File: config.mk
export PLATFORM = sky130hd
export DESIGN_NAME = mem_stage
export DESIGN_NICKNAME = d
export VERILOG_FILES = /design/src/rtl/riscv_pkg.sv /design/src/rtl/lsu_align.sv /design/src/rtl/mem_stage.sv
export SDC_FILE = /design/constraint.sdc
export NUM_CORES = 1
export LEC_CHECK = 0
export ABC_AREA = 1
export CAP_MARGIN = 20
export CORE_MARGIN = 3
export CORE_UTILIZATION = 34
export DETAILED_ROUTE_END_ITERATION = 8
export PLACE_DENSITY = 0.81
export SYNTH_ARGS = -nofsm -noshare
export SYNTH_HDL_FRONTEND = slang
export SYNTH_SLANG_ARGS = --single-unit
File: constraint.sdc
create_clock -name i_clk -period 2.4 [get_ports i_clk]
set_input_delay 0.48 -clock i_clk [delete_from_list [all_inputs] [get_ports i_clk]]
set_output_delay 0.48 -clock i_clk [all_outputs]
set_load 0.01 [all_outputs]
File: src/rtl/riscv_pkg.sv
// Shared RV32 definitions for the pipeline stages.
// Load/store funct3 encodings and the memory-stage FSM states.
package riscv_pkg;

  localparam logic [2:0] F3_B  = 3'b000;
  localparam logic [2:0] F3_H  = 3'b001;
  localparam logic [2:0] F3_W  = 3'b010;
  localparam logic [2:0] F3_BU = 3'b100;
  localparam logic [2:0] F3_HU = 3'b101;

  typedef enum logic {
    ST_IDLE,
    ST_WAIT
  } state_t;

endpackage

File: src/rtl/lsu_align.sv
// Byte-lane steering for the memory stage.
// Store mask/replication and load extract with sign/zero extension.
module lsu_align
  import riscv_pkg::*;
(
  input  logic [2:0]  opsel,
  input  logic [1:0]  off,
  input  logic        wen,
  input  logic [31:0] wd,
  input  logic [31:0] rdata,
  output logic [3:0]  mask,
  output logic [31:0] wdata,
  output logic [31:0] load_data
);

  logic [7:0]  lb;
  logic [15:0] lh;

  always_comb begin
    mask  = 4'hF;
    wdata = wd;
    unique case (1'b1)
      opsel[1:0] == 2'b00: begin
        mask  = 4'b0001 << off;
        wdata = {4{wd[7:0]}};
      end
      opsel[1:0] == 2'b01: begin
        mask  = 4'b0011 << {off[1], 1'b0};
        wdata = {2{wd[15:0]}};
      end
      default: begin
        mask  = 4'hF;
        wdata = wd;
      end
    endcase
    if (!wen)
      mask = 4'h0;
  end

  assign lb = rdata[{off, 3'b000} +: 8];
  assign lh = rdata[{off[1], 4'b0000} +: 16];

  always_comb begin
    load_data = rdata;
    unique case (1'b1)
      opsel == F3_B:  load_data = {{24{lb[7]}}, lb};
      opsel == F3_H:  load_data = {{16{lh[15]}}, lh};
      opsel == F3_BU: load_data = {24'h0, lb};
      opsel == F3_HU: load_data = {16'h0, lh};
      default:        load_data = rdata;
    endcase
  end

endmodule

File: src/rtl/mem_stage.sv
// Memory stage: data-memory request/ready handshake, wait timeout,
// and the MEM/WB pipeline register.
module mem_stage
  import riscv_pkg::*;
#(
  parameter bit ALIGN_CHECK = 1'b1,
  parameter int WAIT_MAX    = 15
) (
  input  logic        i_clk,
  input  logic        i_rst,
  input  logic        i_vld,
  input  logic [31:0] i_res,
  input  logic [31:0] i_dmem_addr,
  input  logic [31:0] i_dmem_wdata,
  input  logic        i_mem_read,
  input  logic        i_mem_write,
  input  logic        i_mem_reg,
  input  logic [2:0]  i_opsel,
  input  logic [4:0]  i_rd_waddr,
  input  logic        i_rd_wen,
  output logic [31:0] o_dmem_addr,
  output logic        o_dmem_ren,
  output logic        o_dmem_wen,
  output logic [31:0] o_dmem_wdata,
  output logic [3:0]  o_dmem_mask,
  input  logic        i_dmem_ready,
  input  logic [31:0] i_dmem_rdata,
  output logic        o_stall,
  output logic        o_vld,
  output logic [4:0]  o_rd_waddr,
  output logic        o_rd_wen,
  output logic [31:0] o_wb_data,
  output logic        o_misaligned,
  output logic        o_bus_err
);

  localparam logic [3:0] LAST = 4'(WAIT_MAX - 1);

  state_t      state, state_n;
  logic [3:0]  cnt;
  logic        ldst, mis_raw, mis, acc;
  logic        timeout, abort;
  logic [31:0] load_data;

  assign ldst = i_vld & (i_mem_read | i_mem_write);

  always_comb begin
    mis_raw = 1'b0;
    if (ALIGN_CHECK) begin
      unique case (1'b1)
        i_opsel == F3_H,
        i_opsel == F3_HU: mis_raw = i_dmem_addr[0];
        i_opsel == F3_W:  mis_raw = |i_dmem_addr[1:0];
        default:          mis_raw = 1'b0;
      endcase
    end
  end

  assign mis     = ldst & mis_raw;
  assign acc     = ldst & ~mis_raw;
  assign timeout = (state == ST_WAIT) && (cnt == LAST);
  // Ready in the timeout cycle still completes the access normally.
  assign abort   = acc & ~i_dmem_ready & timeout;
  assign o_stall = acc & ~i_dmem_ready & ~timeout;

  assign o_dmem_addr = {i_dmem_addr[31:2], 2'b00};
  assign o_dmem_ren  = acc & i_mem_read;
  assign o_dmem_wen  = acc & i_mem_write;

  lsu_align u_align (
    .opsel     (i_opsel),
    .off       (i_dmem_addr[1:0]),
    .wen       (o_dmem_wen),
    .wd        (i_dmem_wdata),
    .rdata     (i_dmem_rdata),
    .mask      (o_dmem_mask),
    .wdata     (o_dmem_wdata),
    .load_data (load_data)
  );

  always_comb begin
    state_n = state;
    unique case (state)
      ST_IDLE: if (o_stall)  state_n = ST_WAIT;
      ST_WAIT: if (!o_stall) state_n = ST_IDLE;
      default: state_n = ST_IDLE;
    endcase
  end

  always_ff @(posedge i_clk) begin
    if (i_rst) begin
      state <= ST_IDLE;
      cnt   <= 4'd0;
    end else begin
      state <= state_n;
      cnt   <= (state == ST_WAIT) ? cnt + 4'd1 : 4'd0;
    end
  end

  always_ff @(posedge i_clk) begin
    if (i_rst) begin
      o_vld        <= 1'b0;
      o_rd_wen     <= 1'b0;
      o_misaligned <= 1'b0;
      o_bus_err    <= 1'b0;
    end else if (o_stall) begin
      o_vld        <= 1'b0;
      o_rd_wen     <= 1'b0;
      o_misaligned <= 1'b0;
      o_bus_err    <= 1'b0;
    end else begin
      o_vld        <= i_vld;
      o_rd_wen     <= i_vld & i_rd_wen & ~mis & ~abort;
      o_misaligned <= mis;
      o_bus_err    <= abort;
    end
  end

  always_ff @(posedge i_clk) begin
    if (!o_stall) begin
      o_rd_waddr <= i_rd_waddr;
      o_wb_data  <= i_mem_reg ? load_data : i_res;
    end
  end

endmodule

==> impl_metrics.ini <==
[drt]
drcViolationCount = 0
vias = 3823
wire_per_inst_um = 16.3
drt-total-wl_um = 12600
drtPass1Iterations = 6
drtIter0Drc = 196
viasPerCell = 4.93
ant_nets = 0

[worst_setup_path]
cpLargestDelayFamily = buffers and inverters
crit_chain = clkdlybuf4s50_1 -> inv_1 -> nand2_1 -> nand3_2 -> nand2_2 -> nor2_4 -> nand2_2 -> nor2_1 -> dlygate4sd2_1
crit_top_cell = nand2_2
crit_type = in -> out
cp.depth = 9
ff2ff_setup_slack_ps = 850
critPathCaptureType = output pin
cp_data_arrival_time_ps = 1800
r2r-end = o_wb_data[22]$_DFFE_PN_
slowest_stage = clkdlybuf4s50_1
rr_startpoint = cnt[0]$_SDFF_PP0_
cp_data_required_time_ps = 1920
critPathMaxStageDelay_ps = 420
rr_worst_depth = 7
cp-start-kind = primary input
cp_max_fo = 5
path_buf_inv = 3

[sta]
clock_skew_ps = 4.93
rsz0062_at_grt = no
finalCritPeriodShare = 0.949
slew_violations = 0
min_period_ps = 2280
hold_viol = 0
max_freq_mhz = 439
fin_ws_ps = 124
final.setup.tns_ps = 0
setup_violations = 0

[run_status]
status = complete, no violations

[final_layout]
post-route-cell-area_um2 = 5340
fin_util = 0.568
syn_to_final_growth_pct = 59.4
fin_cells = 775
multi_input_area_um2 = 1520
layout-drive-gt1-share = 0.111
num_antenna_cells = 0
final.fill_count = 891
fin_nets = 791
seq_area_um2 = 1290

[power_and_ir_drop]
vdd_drop_max_mv = 0.174
power_frac_seq = 0.427
p_leak_nw = 2.41
p_per_area_nw_per_um2 = 430
comb_power_share = 0.371
pwr-share-clk = 0.201
switchingPower_mw = 0.663
swShare = 0.288
internal_power_mw = 1.64

[cts]
cts_root_buf = clkbuf_8
clk_pin_slew_ps = 80
cts_post_setup_buffers_inserted = 0
cts_sinks = 46
cts_tree = built
htree_levels = 2
clk_path_buf_depth = 2
clkLatencyLatePin_ps = 290
cts_buffers = 5

[min_path]
hp-start = cnt[0]$_SDFF_PP0_
min_path_type = reg -> reg
worstHoldEndpoint = cnt[0]$_SDFF_PP0_
hold_depth = 1

[logic_synthesis]
yosysMostFrequentCell = nand2_1
synth_ff_type = edfxtp_1
syn_avg_cell_area_um2 = 7.03
synthArstFlopShare = 0
synth.yosys.seq_area_share = 0.385
syn_inst = 477
syn_area_um2 = 3350
ys_ff_latch = 46
yosysWarnings = 0
yosys-top-cells-area = edfxtp_1 (33%), nand2_1 (15%), buf_4 (9.0%)
synth_top_area_share = 0.331
synth_fa_ha_area_frac = 0.00746
synth_edf_count = 37
synth.distinct_cells = 28
synthMuxAreaShare = 0
yosys-top-cells-count = nand2_1 (135), nor2_1 (63), inv_1 (41)
synth-compound-area-share = 0.110
synth_top_family_by_area = simple AND/OR/NAND/NOR gates
synth.largest_area_cell = edfxtp_1
synth_xor_area_frac = 0.00261
synthSimpleGateAreaFrac = 0.325

[placement]
place_inst = 767
routabilityCongestion = 0.900
preCtsSetupSlack_ps = -341
dpl.hpwl_um = 10400
placed_area_um2 = 5280
port_buffers = 193

[global_route]
grt-ovfl-total = 0
grt_pass1_wl_um = 19500
grt_max_degree = 41
grtUsageTotal = 0.219
antenna_found_initial = 0
grt_pass1_vias = 3795

[die]
die-area_um2 = 11100
die_width_um = 105
start_util = 0.356
num_rows = 35
ios = 256
core_area_um2 = 9420
die_h_um = 105

[flow_run]
max-cap-violations = 0
[cell type report]
class	count	area share
timing repair buffer	221	0.397
multi-input combinational	328	0.285
sequential	46	0.242
inverter	43	0.0302
tap	129	0.0302
clock buffer	5	0.0129
clock inverter	3	0.00304
[per-stage QoR]
| stage | total power, mW | hold slack, ps |
|---|---|---|
| 6_report | 2.30 | 477 |
| 5_1_grt | 2.42 | 502 |
| 4_1_cts | 2.32 | 480 |
| 3_5_place_dp | 1.88 | 460 |
| 3_3_place_gp | 1.86 | 440 |
| 2_1_floorplan | 1.38 | 430 |
[repair_timing]
action                     4_1_cts  5_1_grt
pin swaps                        0        0
setup endpoints to repair       23        7
gates resized for setup         33       11
hold buffers                     0        0
[power groups by stage]
| stage | Clock, mW | Combinational [mW] | Sequential [mW] |
|---|---|---|---|
| floorplan | 0 | 0.332 | 1.05 |
| global route | 0.507 | 0.923 | 0.994 |
| detailed placement | 0 | 0.873 | 1.00 |
| CTS | 0.481 | 0.858 | 0.984 |
| global placement | 0 | 0.861 | 0.998 |
| finish | 0.463 | 0.854 | 0.982 |
[metal layers]
metal / part of all wire / vias up / global-route usage
li1: - / 1824 / -
met1: 0.35 / 1762 / 0.239
met2: 0.54 / 214 / 0.419
met3: 0.089 / 23 / 0.0472
met4: 0.023 / 0 / 0.0656
met5: 0 / - / 0
[registers in the layout (all words and copies together) (netlist names)]
register and flops:
o_vld 1, state 1, o_rd_waddr 5, o_wb_data 32, cnt 4, o_bus_err 1
o_misaligned 1, o_rd_wen 1
[logic make-up (layout without fill, tap and decap cells)]
family	Yosys count	after routing
AND/OR/NAND/NOR	259	259
buffers and inverters	104	272
other	1	2
flip-flops	46	46
AO/OA/AOI/OAI	64	64
XOR/XNOR	1	1
adder cells (fa/ha/maj)	2	2
[how the worst max path moves through the flow]
stage / start / end
6_report: i_dmem_addr[0] / o_dmem_mask[1]
5_1_grt: i_dmem_addr[0] / o_dmem_mask[1]
2_1_floorplan: i_opsel[1] / o_rd_waddr[0]$_DFFE_PN_
3_3_place_gp: i_opsel[0] / o_dmem_wdata[10]
3_5_place_dp: i_dmem_addr[0] / o_dmem_mask[2]
4_1_cts: i_dmem_addr[0] / o_dmem_mask[2]
[placed cells by master, fill, tap and decap left out, drive strengths merged]
cell type / n
a21oi: 30
a31oi: 1
buf: 29
clkbuf: 9
clkdlybuf4s15: 2
clkdlybuf4s50: 168
clkinv: 3
conb: 2
dfxtp: 9
dlygate4sd2: 18
edfxtp: 37
ha: 2
inv: 43
nand2: 137
nand3: 36
nand4: 2
nor2: 66
nor3b: 1
o211ai: 8
o21ai: 17
o21bai: 8
or2: 17
xnor2: 1
(Power assumes the default switching activity.)
==> edit 1 (same flow settings) <==
Put one more register stage on the output `o_bus_err`. The value now appears one clock later. The other outputs are not delayed to match.
--- a/src/rtl/mem_stage.sv
+++ b/src/rtl/mem_stage.sv
@@ -37,2 +37,4 @@
   localparam logic [3:0] LAST = 4'(WAIT_MAX - 1);
+
+  logic o_bus_err_s0;
 
@@ -104,3 +106,3 @@
       o_misaligned <= 1'b0;
-      o_bus_err    <= 1'b0;
+      o_bus_err_s0 <= 1'b0;
     end else if (o_stall) begin
@@ -109,3 +111,3 @@
       o_misaligned <= 1'b0;
-      o_bus_err    <= 1'b0;
+      o_bus_err_s0 <= 1'b0;
     end else begin
@@ -114,3 +116,3 @@
       o_misaligned <= mis;
-      o_bus_err    <= abort;
+      o_bus_err_s0 <= abort;
     end
@@ -125,2 +127,6 @@
 
+  always_ff @(posedge i_clk) begin
+    o_bus_err <= o_bus_err_s0;
+  end
+
 endmodule
Formal check against the unedited RTL: no difference found for any inputs over 10 cycles, from zero or initial values and one cycle with i_rst high; that may be too few to reach the edited logic, so the function may still have changed.
==> edit 1 against the unedited design <==
Cell area rose by 1.2%. Worst setup slack worse by 71 ps. Area after synthesis up 0.60%. Final cell count rose by 0.39%. Power is 1.7% higher. Sequential cell count up 1. Wire length is 1.9% lower. Synthesized cell count grew 0.21%. Critical endpoint is now o_dmem_wdata[28]. Fmax shrank 3.0%.
==> edit 1: results (changes against the unedited design) <==
stage,metric,value,unit,change
cts,number of buffers inserted by post-CTS setup repair,0,,unchanged
detailed_routing,via total after detailed routing,3759,,was 3823
logic_synthesis,part of the Yosys area used for sequential elements,38.87,%,was 38.51%
grt,largest net degree at the start of global routing,32,,was 41
cts,Max clock buf depth,2,,unchanged
detailed_routing,post-DR wirelength/cell,15.88,um,was 16.25 um
logic_synthesis,"Avg Cell Area, Syn",7.057,um2,was 7.030 um2
cts,Clock Latency Late Sink,300,ps,
logic_synthesis,leading post-synthesis cells by cell area,"sky130_fd_sc_hd__edfxtp_1 33%, sky130_fd_sc_hd__nand2_1 15%, sky130_fd_sc_hd__buf_4 8.9%, sky130_fd_sc_hd__nor2_1 7.0%, sky130_fd_sc_hd__dfxtp_1 5.9%",,"was sky130_fd_sc_hd__edfxtp_1 33%, sky130_fd_sc_hd__nand2_1 15%, sky130_fd_sc_hd__buf_4 9.0%, sky130_fd_sc_hd__nor2_1 7.1%, sky130_fd_sc_hd__dfxtp_1 5.4%"
placed_design,dpl cells,770,,was 767
job,number of max-cap violations,0,,unchanged
logic_synthesis,share of flip-flops with an asynchronous set or reset after synthesis,0,%,unchanged
critical_path,highest net fanout along the worst path,7,,was 5
cts,clock-pin transition on the worst setup and hold timing paths,80,ps,about the same
critical_path,Worst Path Arrival,1870,ps,was 1800 ps
cts,Inserted Clock Buffers,5,,unchanged
grt,wire length of the first global-routing pass,18710,um,was 19510 um
power,leakage component of the power,2.419,nW,was 2.407 nW
placed_design,placer's final routability congestion estimate,0.8851,,was 0.8995
run_status,result of the run,finished clean,,unchanged
grt,GR Util All Layers,20.96,%,was 21.91%
power,VDD IR max,0.0002445,V,was 0.0001738 V
timing,Clock Skew,7.043,ps,was 4.926 ps
placed_design,placed wire-length estimate,10250,um,was 10380 um
final_layout,share of post-route cells with drive strength above 1,12.02,%,was 11.15%
power,cell-internal power,1.676,mW,was 1.636 mW
min_path,type of the most critical hold path,reg -> reg,,unchanged
final_layout,number of inserted filler cells in the final layout,917,,was 891
detailed_routing,DRT iter0 DRCs,202,,was 196
power,switching component of the power,0.6627,mW,about the same
detailed_routing,Routed WL,12360,um,was 12600 um
grt,number of global-route vias before repair,3731,,was 3795
logic_synthesis,most used standard cells in the synthesized netlist,"135 x sky130_fd_sc_hd__nand2_1, 63 x sky130_fd_sc_hd__nor2_1, 41 x sky130_fd_sc_hd__inv_1, 40 x sky130_fd_sc_hd__buf_4, 37 x sky130_fd_sc_hd__edfxtp_1",,unchanged
cts,root buf cell,sky130_fd_sc_hd__clkbuf_8,,unchanged
logic_synthesis,Yosys warning count,0,,unchanged
grt,antenna violations before repair,0,,unchanged
final_layout,biggest regs,"o_wb_data: 32 flops, o_rd_waddr: 5 flops, cnt: 4 flops",,unchanged
logic_synthesis,"EDFF count, synth",37,,unchanged
final_layout,diode insertion count for antenna repair,0,,unchanged
placed_design,count of buffers inserted at the top-level ports,193,,unchanged
final_layout,layout net count,794,,was 791
detailed_routing,Detailed Routing Iterations Pass 1,4,,was 6
logic_synthesis,Yosys cell types,28,,unchanged
edit 1: changes by cell type after synthesis, sizes merged:
| cell | delta |
|---|---|
| dfxtp | +1 |
edit 1: final timing paths:
check / from / to / slack, ps / depth (start not counted)
min reg2reg: o_bus_err_s0$_SDFF_PP0_ / o_bus_err$_DFF_P_ / 330 / 0
max: i_opsel[0] / o_dmem_wdata[28] / 50 / 6
min: o_bus_err_s0$_SDFF_PP0_ / o_bus_err$_DFF_P_ / 330 / 0
max reg2reg: cnt[0]$_SDFF_PP0_ / o_wb_data[19]$_DFFE_PN_ / 900 / 7
edit 1: worst max-delay path, stage by stage:
cell                              delay (ps)
sky130_fd_sc_hd__dlygate4sd2_1           300
sky130_fd_sc_hd__inv_2                    80
sky130_fd_sc_hd__nor2_4                  130
sky130_fd_sc_hd__inv_2                   110
sky130_fd_sc_hd__o211ai_1                190
sky130_fd_sc_hd__clkdlybuf4s50_1         580
edit 1: what timing repair did:
action / 4_1_cts / 5_1_grt
setup endpoints to repair: 23 / 9
gates resized for setup: 16 / 15
pin swaps: 0 / 0
edit 1: metrics by stage:
stage	util [%]	setup WS, ps	total power, mW	area (um2)
3_3_place_gp	56.16	-300.3	1.876	5313
3_5_place_dp	56.16	-383.6	1.892	5313
5_1_grt	57.17	-23.44	2.462	5408
6_report	57.17	52.29	2.339	5408
4_1_cts	57.10	2.469	2.366	5401
2_1_floorplan	-	148.9	1.398	3377
edit 1: power by group through the flow:
stage	Clock [mW]	Sequential, mW	Combinational [mW]
CTS	0.490	1.00	0.875
finish	0.470	0.999	0.870
global placement	0	1.01	0.863
global route	0.517	1.01	0.936
floorplan	0	1.07	0.332
detailed placement	0	1.02	0.872
edit 1: cells by family (layout without fill, tap and decap cells):
family                   after synthesis  count (layout)  share of synthesized area, %
buffers and inverters                104             274                         16.73
flip-flops                            47              47                         38.87
other                                  1               2                        0.1112
AO/OA/AOI/OAI                         64              64                         10.94
adder cells (fa/ha/maj)                2               2                        0.7417
AND/OR/NAND/NOR                      259             259                         32.34
XOR/XNOR                               1               1                        0.2597
edit 1: per-layer routing:
layer	part of all wire [%]	global-route usage, %	up-vias
li1	-	-	1828
met1	35	21.76	1677
met2	53	40.80	228
met3	9.1	4.715	26
met4	2.8	7.308	0
met5	0	0	-
edit 1: area by class of cell:
type                            count  area [um2]  share of cell area (%)
Multi-Input combinational cell    328        1526                   28.23
Sequential cell                    47        1311                   24.25
Timing Repair Buffer              223        2161                   39.96
Tap cell                          129       161.4                   2.985
Clock buffer                        6       72.57                   1.342
Inverter                           43       161.4                   2.985
Clock inverter                      2       13.76                  0.2545
==> edit 2 (config.mk and constraints unchanged) <==
Made on the original files. Change the parameter `WAIT_MAX` from 15 to 8.
--- a/src/rtl/mem_stage.sv
+++ b/src/rtl/mem_stage.sv
@@ -6,3 +6,3 @@
   parameter bit ALIGN_CHECK = 1'b1,
-  parameter int WAIT_MAX    = 15
+  parameter int WAIT_MAX    = 8
 ) (
Formal check against the unedited RTL: not equivalent (Yosys sat finds a counterexample within 10 cycles, from zero or initial values and one cycle with i_rst high).
==> edit 2 against the unedited design <==
Fmax is 1.5% lower. Wire length decreased by 1.3%. Worst setup slack lost 35 ps. Area after synthesis shrank 0.67%. Critical endpoint unchanged. Cell area fell by 0.47%. Sequential cell count stayed put. Sequential share of layout area up 0.11 points. Largest power group unchanged. Register-to-register slack worse by 60 ps. Power increased by 2.8%.
==> edit 2: results (changes against the unedited design) <==
stage,metric,value,unit,change
power,switching share of power,27.48,%,was 28.82%
placed_design,standard cell area after detailed placement,0.005241,mm2,was 0.005278 mm2
logic_synthesis,share of the synthesized netlist area taken by xor and xnor gates,0,%,was 0.2612%
detailed_routing,DRT iter0 DRCs,213,,was 196
logic_synthesis,gate count after technology mapping,476,,was 477
grt,largest net degree at the start of global routing,32,,was 41
grt,GR Util All Layers,21.98,%,was 21.91%
placed_design,"worst slack, placed",-325.9,ps,was -341.3 ps
run_status,result of the run,finished clean,,unchanged
logic_synthesis,part of the Yosys area used for sequential elements,38.77,%,was 38.51%
final_layout,share of post-route cells with drive strength above 1,11.98,%,was 11.15%
logic_synthesis,leading post-synthesis cells by cell area,"sky130_fd_sc_hd__edfxtp_1 33%, sky130_fd_sc_hd__nand2_1 15%, sky130_fd_sc_hd__buf_4 9.9%, sky130_fd_sc_hd__nor2_1 7.4%, sky130_fd_sc_hd__dfxtp_1 5.4%",,"was sky130_fd_sc_hd__edfxtp_1 33%, sky130_fd_sc_hd__nand2_1 15%, sky130_fd_sc_hd__buf_4 9.0%, sky130_fd_sc_hd__nor2_1 7.1%, sky130_fd_sc_hd__dfxtp_1 5.4%"
critical_path,Worst Path Arrival,1830,ps,was 1800 ps
power,VDD IR max,0.0002300,V,was 0.0001738 V
final_layout,layout net count,787,,was 791
placed_design,dpl cells,764,,was 767
detailed_routing,via total after detailed routing,3714,,was 3823
logic_synthesis,"synthesized-area fraction occupied by ao, oa, aoi and oai cells",11.46,%,was 11.01%
detailed_routing,Routed WL,12430,um,was 12600 um
logic_synthesis,Yosys cell types,27,,was 28
timing,post-route fraction of the period consumed by the critical path,96.29,%,was 94.85%
grt,number of global-route vias before repair,3757,,was 3795
critical_path,critical register-to-register path endpoint,o_wb_data[19]$_DFFE_PN_,,was o_wb_data[22]$_DFFE_PN_
timing,Final Hold Slack,455.0,ps,was 476.8 ps
critical_path,highest cell delay on the worst timing path,440,ps,was 420 ps
power,leakage component of the power,2.349,nW,was 2.407 nW
placed_design,placer's final routability congestion estimate,0.8277,,was 0.8995
final_layout,number of cells in the finished layout apart from fillers,772,,was 775
logic_synthesis,most used standard cells in the synthesized netlist,"134 x sky130_fd_sc_hd__nand2_1, 66 x sky130_fd_sc_hd__nor2_1, 44 x sky130_fd_sc_hd__buf_4, 37 x sky130_fd_sc_hd__edfxtp_1, 34 x sky130_fd_sc_hd__nand3_1",,"was 135 x sky130_fd_sc_hd__nand2_1, 63 x sky130_fd_sc_hd__nor2_1, 41 x sky130_fd_sc_hd__inv_1, 40 x sky130_fd_sc_hd__buf_4, 37 x sky130_fd_sc_hd__edfxtp_1"
## edit 2: routing by layer
metal	track usage, %	wire (um)	part of all wire (%)	vias to the layer above
met4	6.935	306	2.5	0
li1	-	-	-	1814
met5	0	0	0	-
met2	43.86	6906	56	186
met3	5.188	1008	8.1	27
met1	22.01	4204	34	1687
## edit 2: layout make-up
type	count	area [um2]
Clock buffer	8	101.3
Sequential cell	46	1291
Multi-Input combinational cell	328	1499
Timing Repair Buffer	219	2108
Tap cell	129	161.4
Inverter	42	157.7
Fill cell	883	4053
## edit 2: power groups by stage
stage / sequential, mW / combinational (mW) / clock (mW)
after floorplan: 1.05 / 0.335 / 0
after global placement: 0.999 / 0.858 / 0
after detailed placement: 1.00 / 0.873 / 0
after CTS: 0.984 / 0.868 / 0.537
after global routing: 0.993 / 0.929 / 0.560
final: 0.982 / 0.861 / 0.520
## edit 2: timing repair
item,CTS,global route
cloned,0,0
gates resized for setup,19,15
endpoints found under the setup margin,23,7
